$ cat src/rtl/switch_debouncer.sv
// Per-channel switch conditioner: two-flop synchroniser, stability-counter debounce,
// registered clean level plus one-cycle press/release/changed pulses.
module switch_debouncer #(
  parameter int NUM_CHANNELS    = 4,
  parameter int DEBOUNCE_CYCLES = 250000
) (
  input  logic                    i_Clk,
  input  logic                    i_Reset,
  input  logic [NUM_CHANNELS-1:0] i_Switch,
  output logic [NUM_CHANNELS-1:0] o_Switch,
  output logic [NUM_CHANNELS-1:0] o_Pressed,
  output logic [NUM_CHANNELS-1:0] o_Released,
  output logic                    o_Changed
);

  localparam int CNT_WIDTH = $clog2(DEBOUNCE_CYCLES + 1);
  localparam logic [CNT_WIDTH-1:0] CNT_MAX = CNT_WIDTH'(DEBOUNCE_CYCLES - 1);

  logic [NUM_CHANNELS-1:0] r_sync_p0;
  logic [NUM_CHANNELS-1:0] r_sync_p1;
  logic [NUM_CHANNELS-1:0] r_stable;
  logic [NUM_CHANNELS-1:0] r_pressed;
  logic [NUM_CHANNELS-1:0] r_released;
  logic                    r_changed;
  logic [CNT_WIDTH-1:0]    r_cnt [NUM_CHANNELS];

  logic [NUM_CHANNELS-1:0] w_mismatch;
  logic [NUM_CHANNELS-1:0] w_accept;

  // Any agreement with the stable level restarts the count; the count never passes CNT_MAX.
  function automatic logic [CNT_WIDTH-1:0] f_cnt_next(input logic [CNT_WIDTH-1:0] cnt,
                                                      input logic mismatch);
    if (!mismatch || (cnt == CNT_MAX))
      return '0;
    return cnt + 1'b1;
  endfunction

  assign w_mismatch = r_sync_p1 ^ r_stable;

  always_comb begin
    w_accept = '0;
    for (int i = 0; i < NUM_CHANNELS; i++)
      w_accept[i] = w_mismatch[i] && (r_cnt[i] == CNT_MAX);
  end

  always_ff @(posedge i_Clk) begin
    if (i_Reset) begin
      r_sync_p0  <= '0;
      r_sync_p1  <= '0;
      r_stable   <= '0;
      r_pressed  <= '0;
      r_released <= '0;
      r_changed  <= 1'b0;
      for (int i = 0; i < NUM_CHANNELS; i++)
        r_cnt[i] <= '0;
    end else begin
      // p0 -> p1: synchroniser; only p1 feeds the debounce logic
      r_sync_p0  <= i_Switch;
      r_sync_p1  <= r_sync_p0;
      for (int i = 0; i < NUM_CHANNELS; i++)
        r_cnt[i] <= f_cnt_next(r_cnt[i], w_mismatch[i]);
      // p1 -> outputs: level and pulses update on the same edge
      r_stable   <= r_stable ^ w_accept;
      r_pressed  <= w_accept & r_sync_p1;
      r_released <= w_accept & ~r_sync_p1;
      r_changed  <= |w_accept;
    end
  end

  assign o_Switch   = r_stable;
  assign o_Pressed  = r_pressed;
  assign o_Released = r_released;
  assign o_Changed  = r_changed;

endmodule

$ cat config.mk
export PLATFORM = sky130hd
export DESIGN_NAME = switch_debouncer
export DESIGN_NICKNAME = d
export VERILOG_FILES = /design/src/rtl/switch_debouncer.sv
export SDC_FILE = /design/constraint.sdc
export NUM_CORES = 1
export LEC_CHECK = 0
export ABC_AREA = 1
export CORE_MARGIN = 5
export CORE_UTILIZATION = 44
export DETAILED_ROUTE_END_ITERATION = 10
export HOLD_SLACK_MARGIN = 0.03
export MAX_ROUTING_LAYER = met4
export PLACE_DENSITY = 0.72
export SYNTH_ARGS = -nofsm -noshare
export SYNTH_HDL_FRONTEND = slang
export SYNTH_SLANG_ARGS = --single-unit
$ cat constraint.sdc
create_clock -name i_Clk -period 2 [get_ports i_Clk]
set_input_delay 0.2 -clock i_Clk [delete_from_list [all_inputs] [get_ports i_Clk]]
set_output_delay 0.2 -clock i_Clk [all_outputs]
set_load 0.1 [all_outputs]
After elaboration in Yosys (flattened, before gate mapping). Memories as Yosys holds them, arrays and structs flattened. Index checks and enable logic that the tools add are counted.

Add/sub/neg operators: 4. Equality and inequality tests: 4. Mux-type cells: 27. Bitwise operators: 9. Reduce and logical (&&, ||, !) cells: 13.

Operator list (number): $mux 18 (16); $add 18x1->18 const B (4); $eq 18x18->1 const B (4); $mux 1 (11); $and 4x4->4 (2); $xor 4x4->4 (2); $logic_and 1x1->1 (4); $logic_not 1->1 (4); $logic_or 1x1->1 (4); $not 4->4 (1); $or 1x1->1 (4); $reduce_or 4->1 (1).

Bits in registers: 21. Bits in writable memories: 72. Output and inout bits: 13. Logic and storage cells: 64. Memories: 1.

Memories: r_cnt (words 4, bits a word 18, rd ports 4, clocked after memory_dff 0, write ports 4, RTL line 25) `logic [CNT_WIDTH-1:0] r_cnt [NUM_CHANNELS];`.

Logic depth before layout (Yosys ltp). Gate-level depths: netlist of run 1.

Word-level depth: 8. Mapped depth: 10. Mapped depth without buffers: 10.

Worst setup path after synthesis of run 1. Ideal clock, no wire load.

Kind: register -> register. Start point: register with a tool-made name. End point: memory r_cnt[1][13] (netlist name). Setup time: 64 ps. Arrival: 1751 ps. Setup slack: 185 ps. Stages on the path, launching flop included: 7. Clock period less this slack: 1815 ps. Path through: dfxtp_1 xor2_1 nand2_1 nor2_4 inv_4 buf_6 nor2_1.

RTL lines (RTL line): end: declaration (25).

==> results.txt, run 1 <==
- The startpoint identified for the worst register-to-register timing path is r_cnt[0][0].
* Number of failing setup endpoints in the final timing report: 0
* Maximum number of pins on one net before global-route repair: 19
- Antenna diode instance count: 0
- After synthesis, the largest family of logic cells by area is simple AND/OR/NAND/NOR gates.
- First DRT Iteration DRCs: 200
* Critical path start-end classification: reg -> reg
- Worst min-delay path endpoint: r_sync_p0[2]
* Number of buffers added on ports: 18
- Final critical-path required period: 1.629 ns
- The H-tree generated during clock tree synthesis spans 3 levels.
- Average size of a mapped cell: 7.394 µm²
- Worst slack at placement: 0.2781 ns
* Hold WC Path Type: in -> reg
- Post-CTS timing repair inserted 0 buffers for setup.
- The clock reaches the later pin of the worst-skew pair after 0.35 ns.
- The hold violation total from the final report was 0.
- Inserted Clock Buffers: 9
* Share of the clock period used by the worst path after layout: 0.8147
* Gpl congestion: 0.8215
* Count of state elements after synthesis: 93
- Power per cell area: 661.3 nW/µm²
- Resized Gates After CTS: 0
- The floorplan step defined a core boundary enclosing 9594 µm².
* Clock root buffer: clkbuf_8
* Simple-gate portion of the synthesized area: 0.3572
- The initial utilization of the core area, before any placement, comes to 0.4447.
- Hold buffer count at cts: 0
- Worst Setup Slack, final: 0.3705 ns
* Final std cells w/o fill: 739
- Along the worst path, the maximum fanout reaches 16.
* Count of unresolved DRC violations after routing: 0
- Counting along the longest clock path gives a buffer depth of 2.
* Detailed Routing Iterations Pass 1: 4
* Hold Crit Start: i_Switch[2]
* Worst setup EP type: register
- Sinks on the clock net: 93
* Adder and majority cell fraction of the synthesized area: 0.01173
- The worst setup path is launched from a register.
- IR analysis of the VDD net gives a maximum drop of 0.4225 mV.
- Data arrives at the worst endpoint at 1.89 ns.
- Clock power share: 0.388
- Share of cell area taken by muxes after synthesis: 0
* Gate count after technology mapping: 577
* Switching share of power: 0.2157
* XOR/XNOR share of the synthesized area: 0.06569
* Layout filler cell count: 950
* Worst reg2reg setup slack: 0.37 ns
- TritonCTS clock tree: built
- The Yosys step of the flow raised 0 warnings.
- Avg Vias per Cell: 4.628
- At the pin with the least slew margin, the transition time is 0.4153 ns.
- For the worst setup path, the data required time is 2.26 ns.
- Pint: 0.002455 W
- Net Switching: 0.0006753 W
* Proportion of power drawn by combinational gates: 0.016
- Global routing finished with a remaining overflow of 0.
* R2R depth: 8
* Proportion of synthesized chip area in sequential cells: 0.4364
- Final wirelength: 7.616 mm
- The share of total power dissipated in sequential elements is 0.596.
- Instance count after placement with tap cells included: 724
- In this run, distinct cell masters in the synthesized netlist total 34.
- Summed over all failing endpoints, the final setup total negative slack is 0 ns.
- Setup repair after global routing left no endpoint under its margin.
- Routed via count: 3420
- Half-perimeter wire length after placement: 5.776 mm
* Vias in the first global route: 3251
* Highest Clock Rate: 613.7 MHz
- The worst hold path was traced through 3 stages.
- Total routing resource utilization after global routing: 0.1462
- The first global-routing pass estimated 13.66 mm of wire.
* Number of I/O pins: 19
- The number of nets handed over by synthesis was 587.
* Floorplan die area: 11770 µm²
- The area fraction in compound gates after synthesis was 0.04223.
* Skew final: 0.01216 ns
- The initial antenna violation count was 0.
- The area growth from synthesis to layout is 10.94%.
- The floorplan has 36 rows.
- Result of the run: finished clean
- Post-route ant nets: 0
- Across the run, the number of max-cap violations was 0.
- After the last flow step, the layout net total stands at 612.
* Per-cell routed wire length: 10.31 µm
* R2r endpoint: r_cnt[0][16]
- The die is 108.5 µm tall.
- The worst pin sits at a relative slew slack of 0.7210.
- Reg clk slew, reported paths: 0.09 ns
- In this run the cell area of the synthesized design comes to 4267 µm².
- The die is 108.5 µm wide.
* Share of final-layout standard cells stronger than drive strength 1: 0.1089
- Summed over all cells, the static leakage comes to 1.725 nW.
- Number of pins exceeding their max-slew limit in the final report: 0
per-stage QoR:
stage / util / total power (W) / hold WS [ns] / area [µm²]
6_report: 0.4933 / 0.003130 / 0.3593 / 4733
5_1_grt: 0.4933 / 0.003249 / 0.3649 / 4733
4_1_cts: 0.4933 / 0.003184 / 0.3384 / 4733
3_5_place_dp: 0.4735 / 0.001961 / 0.3932 / 4543
3_3_place_gp: 0.4735 / 0.001958 / 0.3967 / 4543
2_1_floorplan: - / 0.001943 / 0.2771 / 4267
flip-flops by register name, indices dropped and copies added (netlist names), named ones only:
| register | cells |
|---|---|
| r_cnt | 72 |
| o_Pressed | 4 |
| o_Released | 4 |
| r_sync_p1 | 4 |
| r_sync_p0 | 4 |
| o_Changed | 1 |
cells in the final DEF, fill, tap and decap left out, types with 3 or more instances in the layout:
master           instances
nand2_1                113
nor2_1                  98
dfxtp_1                 93
inv_1                   82
nand3_1                 36
xor2_1                  29
a21oi_1                 24
nor3_1                  21
buf_4                   14
o21ai_0                  9
nand4_1                  9
clkbuf_8                 9
nand3_2                  8
nor2_2                   8
nor2_4                   7
clkdlybuf4s50_1          5
ha_1                     4
nand2_2                  3
or2_0                    3
xnor2_1                  3
nor4_1                   3
or2_2                    3
worst max-delay path, cell delays in order (launching register included):
cell	delay, ns
dfxtp_1	0.41
ha_1	0.22
nand3_2	0.15
nor3_4	0.27
nand2_2	0.12
nand2_4	0.18
inv_2	0.07
nand3_1	0.08
inv_1	0.04
how the worst max path moves through the flow:
stage	from	endpoint	slack, ns	depth (start not counted)
2_1_floorplan	register	r_cnt[1][13]	0.19	6
3_3_place_gp	i_Reset	r_cnt[0][16]	0.35	8
3_5_place_dp	i_Reset	r_cnt[0][16]	0.28	8
4_1_cts	r_cnt[0][0]	r_cnt[0][16]	0.37	8
5_1_grt	r_cnt[0][0]	r_cnt[0][16]	0.23	8
6_report	r_cnt[0][0]	r_cnt[0][16]	0.37	8
layout make-up:
cell class                 count  area, µm²  area share
inverter                      86      325.3     0.06873
tap                          133      166.4     0.03516
multi-input combinational    393       2034      0.4298
clock inverter                 5      62.56     0.01322
timing repair buffer          19      155.1     0.03278
sequential                    93       1862      0.3933
clock buffer                  10      127.6     0.02696
cell families after synthesis:
| group | after synthesis |
|---|---|
| simple gates | 322 |
| flops | 93 |
| buf+inv | 91 |
| compound gates | 35 |
| xor+xnor | 32 |
| fa+ha+maj | 4 |
routing by layer:
layer	part of all wire	vias to the layer above	global-route usage	wire (µm)
met2	0.47	35	0.2396	3593
met1	0.48	1525	0.1769	3687
li1	-	1850	-	-
met5	0	-	-	0
met4	0.019	0	0.05681	144
met3	0.025	10	0.02925	191
synthesized netlist by cell type:
cell      number  area [µm²]
nand2_1      113       424.2
nor2_1        98       367.9
dfxtp_1       93        1862
inv_1         82       307.8
nand3_1       36       180.2
xor2_1        29       254.0
a21oi_1       24       120.1
nor3_1        21       105.1
nand4_1        9       56.30
o21ai_0        9       45.04
nand3_2        8       80.08
nor2_2         8       50.05
nor2_4         7       78.83
ha_1           4       50.05
buf_6          3       33.78
nand2_2        3       18.77
nor4_1         3       18.77
or2_0          3       18.77
or2_2          3       18.77
xnor2_1        3       26.28
inv_2          2       7.510
nand3b_1       2       15.01
nor3_2         2       20.02
o21bai_1       2       15.01
and3_1         1       6.260
buf_4          1       7.510
clkbuf_1       1       3.750
clkinv_1       1       3.750
inv_4          1       6.260
nand2_4        1       11.26
nand3_4        1       17.52
nand4_2        1       12.51
nor3_4         1       16.27
nor3b_1        1       7.510
power groups by stage:
stage                     clock (W)  sequential (W)  combinational, W
after global routing        0.00132         0.00187         0.0000579
after detailed placement          0         0.00191         0.0000511
after CTS                   0.00127         0.00187         0.0000511
final                       0.00121         0.00187         0.0000501
after floorplan                   0         0.00191         0.0000348
after global placement            0         0.00191         0.0000492
(Power assumes the default switching activity.)
==> run 2: changes to the inputs <==
==> constraint.sdc (replaced) <==
create_clock -name i_Clk -period 1.7 [get_ports i_Clk]
set_input_delay 0.17 -clock i_Clk [delete_from_list [all_inputs] [get_ports i_Clk]]
set_output_delay 0.17 -clock i_Clk [all_outputs]
set_load 0.1 [all_outputs]
==> results.txt, run 2 (synthesis gave the netlist of run 1 again) <==
* Result of the run: finished clean
* Antenna diode instance count: 0
* Gpl congestion: 0.8308
- The initialized floorplan defines 36 standard-cell rows.
- Most frequent cell on the critical path: nand3_1
- Total routing resource utilization after global routing: 0.1486
- Max Cap Violations: 0
- 19 I/O pins were placed.
* Floorplan die area: 11770 µm²
* Most common cell after layout, fill and taps aside: nand2_1
* Reg clk slew, reported paths: 0.09 ns
- In the finished design, the share of the clock period the worst path needs comes to 0.9258.
- Detailed Routing Iterations Pass 1: 4
* Slowest stage delay, CP: 0.33 ns
- Crit-path cells: ha_1 -> nand3_1 -> inv_1 -> nand3_1 -> nand3_2 -> a21oi_1
- In this run the standard cell core region covers 9594 µm².
- Total negative setup slack: 0 ns
- For the pin with the worst max-slew slack, the measured transition is 0.4738 ns.
* Count of cell instances traversed by the critical path: 6
* Final hold slack: 0.3320 ns
* Postcts setup bufs: 0
- The number of global-route vias before repair came to 3455.
- Skew final: 0.007763 ns
- The worst hold path was traced through 3 stages.
* Number of flip-flops under the largest register name: 72
- Using the TritonRoute via totals, the vias-per-cell ratio works out to 4.673.
* Horizontal extent of the die: 108.5 µm
- On the critical path the largest part of the delay comes from simple AND/OR/NAND/NOR gates.
* Pint: 0.003077 W
- TritonCTS clock tree: built
- Setup repair after global routing left no endpoint under its margin.
- Biggest register: r_cnt
* Worst-Skew Late Latency: 0.35 ns
- Routed via count: 3458
* First DRT Iteration DRCs: 201
* Commonest cells after routing, fill and taps aside: nand2_1, nor2_1, dfxtp_1
* Number of buffers added on ports: 18
* Share of final-layout standard cells stronger than drive strength 1: 0.1236
- For the worst flop-to-flop path, the logic depth is 6.
- Once detail routing completed, the nets flagged for antenna violations numbered 0.
* Count of unresolved DRC violations after routing: 0
- Setup violations remaining at the end of the flow were counted as 0.
* Highest Clock Rate: 635.4 MHz
- Clock root buffer: clkbuf_8
- Per-cell routed wire length: 10.61 µm
* Net Switching: 0.0007994 W
* Max clock buf depth: 2
- Final wirelength: 7.848 mm
- Power spread over the standard cell area amounts to 803.9 nW/µm².
- The analysis attributes to cell leakage a power of 1.752 nW.
- The worst setup path is launched from a register.
- Number of antenna violations at the first check in global routing: 0
- Switching share of power: 0.2062
* Synthesis-to-finish area growth: 13.02%
- The worst setup path is captured at a register.
* Maximum number of pins on one net before global-route repair: 19
- Hold WC Path Type: in -> reg
* Final critical-path required period: 1.574 ns
* Vertical die dimension: 108.5 µm
- The hold violation total from the final report is 0.
- The slowest stage of the critical path is the dfxtp_1 cell.
- For this run the aggregate overflow at the end of global routing stands at 0.
- Number of H-tree levels: 3
- Proportion of power drawn by combinational gates: 0.016
* Worst Path Max Fanout: 16
* Data required time of the critical path: 1.97 ns
- Of the total power, registers draw 0.566.
- Across the VDD grid, the largest voltage drop is 0.4379 mV.
- Measured against its own limit, the worst slew margin works out to 0.6817.
- The first global-routing pass estimated 14.10 mm of wire.
* Sinks on the clock net: 93
* Clock power share: 0.418
- The number of clock buffers added by TritonCTS is 9.
- Half-perimeter wire length after placement: 5.814 mm
- Counting both buffers and inverters, the worst setup path holds a total of 1.
* Critical path start-end classification: reg -> reg
- Initial core utilization: 0.4447
- Number of pins exceeding their max-slew limit in the final report: 0
- Data on the critical path arrives at its endpoint at 1.84 ns.
* Number of nets in the finished design: 613
[run 2: worst register-to-register path, delay by kind of cell (launching register included)]
kind                       cells  cell delay [ns]
and+or+nand+nor                3             0.62
DFF                            1             0.33
AOI/OAI and AO/OA              1             0.23
adders and majority gates      1             0.22
buffers and inverters          1             0.10
[run 2: layer usage]
| metal | routed length, µm | GRT usage | part of all wire | vias up |
|---|---|---|---|---|
| met1 | 3737 | 0.1736 | 0.48 | 1559 |
| met3 | 222 | 0.03701 | 0.028 | 11 |
| li1 | - | - | - | 1848 |
| met2 | 3762 | 0.2498 | 0.48 | 40 |
| met5 | 0 | - | 0 | - |
| met4 | 126 | 0.04959 | 0.016 | 0 |
[run 2: cell type report]
type,count,area (µm²)
Fill cell,913,4772
Multi-Input combinational cell,393,2066
Sequential cell,93,1868
Inverter,86,325.3
Timing Repair Buffer,20,175.2
Tap cell,133,166.4
Clock buffer,10,137.6
Clock inverter,5,83.83
[run 2: final timing paths]
kind,from,endpoint,slack (ns)
worst max-delay path,r_cnt[3][0],r_cnt[3][17],0.13
worst min-delay path,i_Switch[2],r_sync_p0[2],0.33
worst max register to register,r_cnt[3][0],r_cnt[3][17],0.13
worst min register to register,r_sync_p0[0],r_sync_p1[0],0.40
[run 2: power by group through the flow]
stage / Combinational (W) / Sequential [W] / Clock [W]
floorplan: 0.0000410 / 0.00224 / 0
global placement: 0.0000584 / 0.00225 / 0
detailed placement: 0.0000598 / 0.00225 / 0
CTS: 0.0000599 / 0.00220 / 0.00167
global route: 0.0000695 / 0.00220 / 0.00176
finish: 0.0000617 / 0.00220 / 0.00162
[run 2: what timing repair did]
action                                  4_1_cts  5_1_grt
endpoints found under the setup margin        0       20
gates resized for setup                       0        6
hold buffers                                  0        0
[run 2: per-stage QoR]
stage | cell area, µm² | power, W | std cells | setup WS (ns) | utilization
4_1_cts | 4790 | 0.003926 | 740 | 0.04495 | 0.4992
3_5_place_dp | 4568 | 0.002306 | 725 | 0.01708 | 0.4761
5_1_grt | 4822 | 0.004026 | 740 | 0.03234 | 0.5026
6_report | 4822 | 0.003877 | 740 | 0.1262 | 0.5026
2_1_floorplan | 4272 | 0.002286 | 577 | 0.2077 | -
3_3_place_gp | 4568 | 0.002304 | 725 | 0.07189 | 0.4761
